<file path="config.mk">
export PLATFORM = sky130hd
export DESIGN_NAME = genesis_pad_reader
export DESIGN_NICKNAME = d
export VERILOG_FILES = /design/src/rtl/genesis_pad_reader.sv
export SDC_FILE = /design/constraint.sdc
export NUM_CORES = 1
export LEC_CHECK = 0
export CELL_PAD_IN_SITES_DETAIL_PLACEMENT = 1
export CELL_PAD_IN_SITES_GLOBAL_PLACEMENT = 1
export CORE_MARGIN = 2
export CORE_UTILIZATION = 39
export DETAILED_ROUTE_END_ITERATION = 10
export GPL_ROUTABILITY_DRIVEN = 0
export PLACE_DENSITY = 0.84
export SYNTH_ARGS = -nofsm -noshare
export SYNTH_HDL_FRONTEND = slang
export SYNTH_SLANG_ARGS = --single-unit
export TNS_END_PERCENT = 30
</file>
<file path="constraint.sdc">
create_clock -name clk -period 4.05 [get_ports clk]
set_input_delay 0.405 -clock clk [delete_from_list [all_inputs] [get_ports clk]]
set_output_delay 0.405 -clock clk [all_outputs]
set_load 0.01 [all_outputs]
</file>
<file path="src/rtl/genesis_pad_reader.sv">
// Genesis controller reader for NUM_PADS pads sharing one select line.
// Each rising edge of vga_vs starts one 8-phase select scan. The scan decodes
// 3/6-button pads and flags unplugged ones, then commits the results with a
// one-cycle valid strobe.
//
// state | meaning
// ------+-----------------------------------------------------------
// IDLE  | select high, waiting for a synced vga_vs rising edge
// SCAN  | stepping select through 8 phases, sampling at each step end
// DONE  | one cycle, results visible with valid high, back to IDLE
module genesis_pad_reader #(
    parameter int NUM_PADS        = 2,
    parameter int SEL_HALF_CYCLES = 100
) (
    input  logic                    clk,
    input  logic                    reset,
    input  logic                    vga_vs,
    input  logic [6*NUM_PADS-1:0]   pad_pins,
    output logic                    select_out,
    output logic [12*NUM_PADS-1:0]  buttons,
    output logic [12*NUM_PADS-1:0]  pressed,
    output logic [NUM_PADS-1:0]     six_button,
    output logic [NUM_PADS-1:0]     connected,
    output logic                    valid
);

    localparam int TW = $clog2(SEL_HALF_CYCLES);
    localparam logic [TW-1:0] T_LOAD = TW'(SEL_HALF_CYCLES - 1);

    typedef enum logic [1:0] {S_IDLE, S_SCAN, S_DONE} state_t;

    state_t              state, state_nx;
    logic [2:0]          step, step_nx;
    logic [TW-1:0]       timer, timer_nx;
    logic                sample_now, commit;

    logic                vs_s1, vs_s2, vs_prev, vs_rise;
    logic [6*NUM_PADS-1:0] pin_s1, pin_s2;
    logic [6*NUM_PADS-1:0] pin_act;

    // Inverted (1 = pin low) samples kept only for the bits the decode uses.
    logic [4*NUM_PADS-1:0] samp0;   // {start_c, a_b, right, left}
    logic [6*NUM_PADS-1:0] samp1;   // full select-high word
    logic [4*NUM_PADS-1:0] samp4;   // direction pins for 6-button detect
    logic [4*NUM_PADS-1:0] samp5;   // {mode, X, Y, Z} pins

    logic [12*NUM_PADS-1:0] btn_new;
    logic [NUM_PADS-1:0]    six_new, conn_new;

    assign vs_rise = vs_s2 & ~vs_prev;
    assign pin_act = ~pin_s2;

    // Two-flop synchronisers for vsync and pad pins, plus edge history.
    always_ff @(posedge clk or posedge reset) begin
        if (reset) begin
            vs_s1   <= 1'b0;
            vs_s2   <= 1'b0;
            vs_prev <= 1'b0;
            pin_s1  <= '0;
            pin_s2  <= '0;
        end else begin
            vs_s1   <= vga_vs;
            vs_s2   <= vs_s1;
            vs_prev <= vs_s2;
            pin_s1  <= pad_pins;
            pin_s2  <= pin_s1;
        end
    end

    // FSM state, step and phase down-counter registers.
    always_ff @(posedge clk or posedge reset) begin
        if (reset) begin
            state <= S_IDLE;
            step  <= '0;
            timer <= '0;
        end else begin
            state <= state_nx;
            step  <= step_nx;
            timer <= timer_nx;
        end
    end

    // Next-state logic; the timer reaching zero marks the last clock of a step.
    always_comb begin
        state_nx   = state;
        step_nx    = step;
        timer_nx   = timer;
        sample_now = 1'b0;
        commit     = 1'b0;
        select_out = 1'b1;
        case (state)
            S_IDLE: begin
                if (vs_rise) begin
                    state_nx = S_SCAN;
                    step_nx  = 3'd0;
                    timer_nx = T_LOAD;
                end
            end
            S_SCAN: begin
                select_out = step[0];
                if (timer == '0) begin
                    sample_now = 1'b1;
                    timer_nx   = T_LOAD;
                    if (step == 3'd7) begin
                        state_nx = S_DONE;
                        commit   = 1'b1;
                    end else begin
                        step_nx = step + 3'd1;
                    end
                end else begin
                    timer_nx = timer - 1'b1;
                end
            end
            S_DONE: begin
                state_nx = S_IDLE;
            end
            default: begin
                state_nx = S_IDLE;
            end
        endcase
    end

    // Capture the pin words of the steps that carry information.
    always_ff @(posedge clk or posedge reset) begin
        if (reset) begin
            samp0 <= '0;
            samp1 <= '0;
            samp4 <= '0;
            samp5 <= '0;
        end else if (sample_now) begin
            for (int p = 0; p < NUM_PADS; p++) begin
                case (step)
                    3'd0: samp0[4*p +: 4] <= pin_act[6*p+2 +: 4];
                    3'd1: samp1[6*p +: 6] <= pin_act[6*p +: 6];
                    3'd4: samp4[4*p +: 4] <= pin_act[6*p +: 4];
                    3'd5: samp5[4*p +: 4] <= pin_act[6*p +: 4];
                    default: ;
                endcase
            end
        end
    end

    // Decode the samples into per-pad button words; extra buttons need a 6-button pad.
    always_comb begin
        btn_new  = '0;
        six_new  = '0;
        conn_new = '0;
        for (int p = 0; p < NUM_PADS; p++) begin
            conn_new[p] = samp0[4*p+1] & samp0[4*p];
            six_new[p]  = conn_new[p] & (&samp4[4*p +: 4]);
            if (conn_new[p]) begin
                btn_new[12*p +: 8] = {samp0[4*p+3], samp1[6*p+5], samp1[6*p+4],
                                      samp0[4*p+2], samp1[6*p+3], samp1[6*p+2],
                                      samp1[6*p+1], samp1[6*p]};
                if (six_new[p]) begin
                    btn_new[12*p+8 +: 4] = {samp5[4*p+3], samp5[4*p], samp5[4*p+1],
                                            samp5[4*p+2]};
                end
            end
        end
    end

    // Result registers: updated on entry to DONE, so valid and results coincide.
    always_ff @(posedge clk or posedge reset) begin
        if (reset) begin
            buttons    <= '0;
            pressed    <= '0;
            six_button <= '0;
            connected  <= '0;
            valid      <= 1'b0;
        end else begin
            valid   <= commit;
            pressed <= commit ? (btn_new & ~buttons) : '0;
            if (commit) begin
                buttons    <= btn_new;
                six_button <= six_new;
                connected  <= conn_new;
            end
        end
    end

endmodule

</file>
==> qor.txt <==
count of cell types in the netlist: 34
global routing usage on met1: 23.7%
Critical Path Max Stage Delay: 850 ps
Pwr Total: 3380 uW
P&R area growth vs syn: 31.3%
Antenna diodes: 0
Post-DP Area: 5470 um^2
Slew HR: 28.1%
Critical-path top delay cell: or3_1
GR Util met2: 33.9%
MaxCap Viol Count: 0
wire per inst: 19.0 um
CP Capture Type: flip-flop
number of synthesized flops with an enable pin: 0
crit-path max FO: 28
vias in the first global route: 3467
Synth top area share: 69.2%
vias per cell: 5.17
post_cts resized: 0
Clock Sink Count: 128
via count: 3084
Least-Margin Pin Slew: 1080 ps
Final period util: 74.0%
Lkg Pwr: 0.00290 uW
global route overflow: 0
largest family of logic cells by synthesized area: simple AND/OR/NAND/NOR gates
Reg area: 3200 um^2
Compound-Gate Fraction of Synth Area: 7.19%
ys flop type: dfrtp_1
Placed Cells incl. Taps: 565
Pre-Repair DR Iteration Count: 7
clk_lat worst skew: 410 ps
postcts setup bufs: 0
grt peak-use layer: met2
DRC Markers: 9
Seq/Total Area, Yosys: 69.2%
Num CTS Buffers: 17
H-tree levels: 4
unrepaired setup endpoints after global routing: no
simple-gate share of the synthesized area: 13.8%
wirelength, routed: 11300 um
DRT iter0 DRCs: 192
CP Data Arrival Time: 3330 ps
HP Class: flip-flop to flip-flop
met3 GRT Util: 5.78%
hold_buf cts: 0
Core ar.: 11500 um^2
Nets: 462
Setup violations, final: 0
Multi-input gate area: 1270 um^2
mux cell area share after synthesis: 4.33%
synthesized area: 4630 um^2
I/O Pins: 69
status: finished, violations left
die height: 113 um
Yosys warnings: 0
antenna violations before repair: 0
final std cells w/o fill: 597
Slew Viols, Final: 0
Routed Antenna Nets: 0
share of synthesized flip-flops with an asynchronous set or reset: 100%
share of cells above drive strength 1: 9.91%
Die Wd: 113 um
Fmax: 0.333 GHz
post-synth net total: 385
Syn Area/Cell: 12.7 um^2
count of input and output buffers: 68
final clock skew: 10.1 ps
area leader, netlist: dfrtp_1
Die ar.: 12800 um^2
power per cell area: 556 nW/um^2
first-pass GRT wire length: 18900 um
Worst setup SP type: flip-flop
Required @ worst endpoint: 4390 ps
#FFs+latches synth: 128
xor and xnor area share after synthesis: 0.568%
fill count: 1162
Gate Count Post-Synth: 364
cell chain of the critical path: or4_1 -> or3_1 -> nor3_1 -> a22o_1
Final Cell Area: 6080 um^2
clk buf depth: 2
failing checks: design-rule violations
endpoints failing hold: 0
Final Critical Period: 3000 ps
clock root buffer: clkbuf_16
setup tns final: 0 ps
critical path type: flip-flop to flip-flop
clk slew on worst S/H paths: 50 ps
adder-cell area share of the yosys netlist: 1.62%
# rows: 39
CTS tree: built
Area contributors post-synth: dfrtp_1 69%, mux2i_1 4.3%, nand2_1 4.2%
initial core utilization: 40.2%
HPWL after DPL: 6980 um
largest net degree at the start of global routing: 78
Overall Global Routing Usage: 19.6%
VDD IR-drop max: 0.000230 V
==> routing by layer <==
metal	routed length [um]	part of all wire [%]
met1	4690	41
met3	473	4.2
met4	151	1.3
met5	0	0
met2	6000	53
==> cell usage after synthesis (5+ instances only) <==
library cell,number
dfrtp_1,128
nand2_1,52
inv_1,27
o21ai_0,23
mux2i_1,20
a22o_1,17
nor2_1,12
nor4_1,11
nand3_1,9
nor3b_2,8
clkbuf_1,7
ha_1,6
buf_2,5
nor2b_1,5
==> cell type report <==
cell class / count / share of cell area, %
Timing Repair Buffer: 70 / 11.7
Clock inverter: 9 / 2.16
Inverter: 27 / 1.71
Clock buffer: 23 / 7.87
Tap cell: 143 / 2.94
Multi-Input combinational cell: 197 / 20.9
Sequential cell: 128 / 52.7
==> state kept, by name, indices dropped and copies added, names as in the netlist <==
name        count
samp5           8
vs_prev         1
samp4           8
samp1          12
buttons        24
timer           7
six_button      2
vs_s1           1
pin_s1         12
step            3
pressed        24
state           2
connected       2
samp0           8
valid           1
pin_s2         12
vs_s2           1
==> placed cells by master, fill, tap and decap left out, drive strengths merged, types with 5 or more instances in the layout <==
master	synthesis	layout
clkdlybuf4s50	0	68
ha	6	6
nand3	9	9
a22o	17	17
o21ai	23	23
dfrtp	128	128
nor4	12	12
clkbuf	7	23
inv	27	27
nor2b	5	5
nor2	13	13
nor3b	9	9
nand2	52	52
mux2i	20	20
==> cells by family after synthesis <==
group / after synthesis
flops: 128
simple gates: 119
compound gates: 49
buf+inv: 39
mux: 20
fa+ha+maj: 6
xor+xnor: 3
==> where the power goes <==
part / switching, uW / total [uW] / internal, uW
registers: 104 / 1500 / 1400
clock network: 552 / 1570 / 1020
logic: 174 / 309 / 135
==> through the flow <==
stage          setup slack [ps]  utilization, %  hold WS [ps]
3_3_place_gp               1340            47.5           333
6_report                   1050            52.8           344
5_1_grt                     906            52.8           360
4_1_cts                    1050            52.8           348
3_5_place_dp               1200            47.5           336
2_1_floorplan               232               -           331
==> critical path: cells and delay by family (launching register included) <==
| family | cells | cell delay, ps |
|---|---|---|
| AND/OR/NAND/NOR | 3 | 2240 |
| flip-flops | 1 | 440 |
| AO/OA/AOI/OAI | 1 | 240 |
==> final timing paths <==
kind	from	end	slack (ps)	cells after the start
max	timer[3]	buttons[9]	1050	4
min	vs_s1	vs_s2	340	0
max reg2reg	timer[3]	buttons[9]	1050	4
min reg2reg	vs_s1	vs_s2	340	0
max in group asynchronous	reset	pressed[18]	2760	3
min in group asynchronous	reset	buttons[8]	460	2
(Power assumes the default switching activity.)
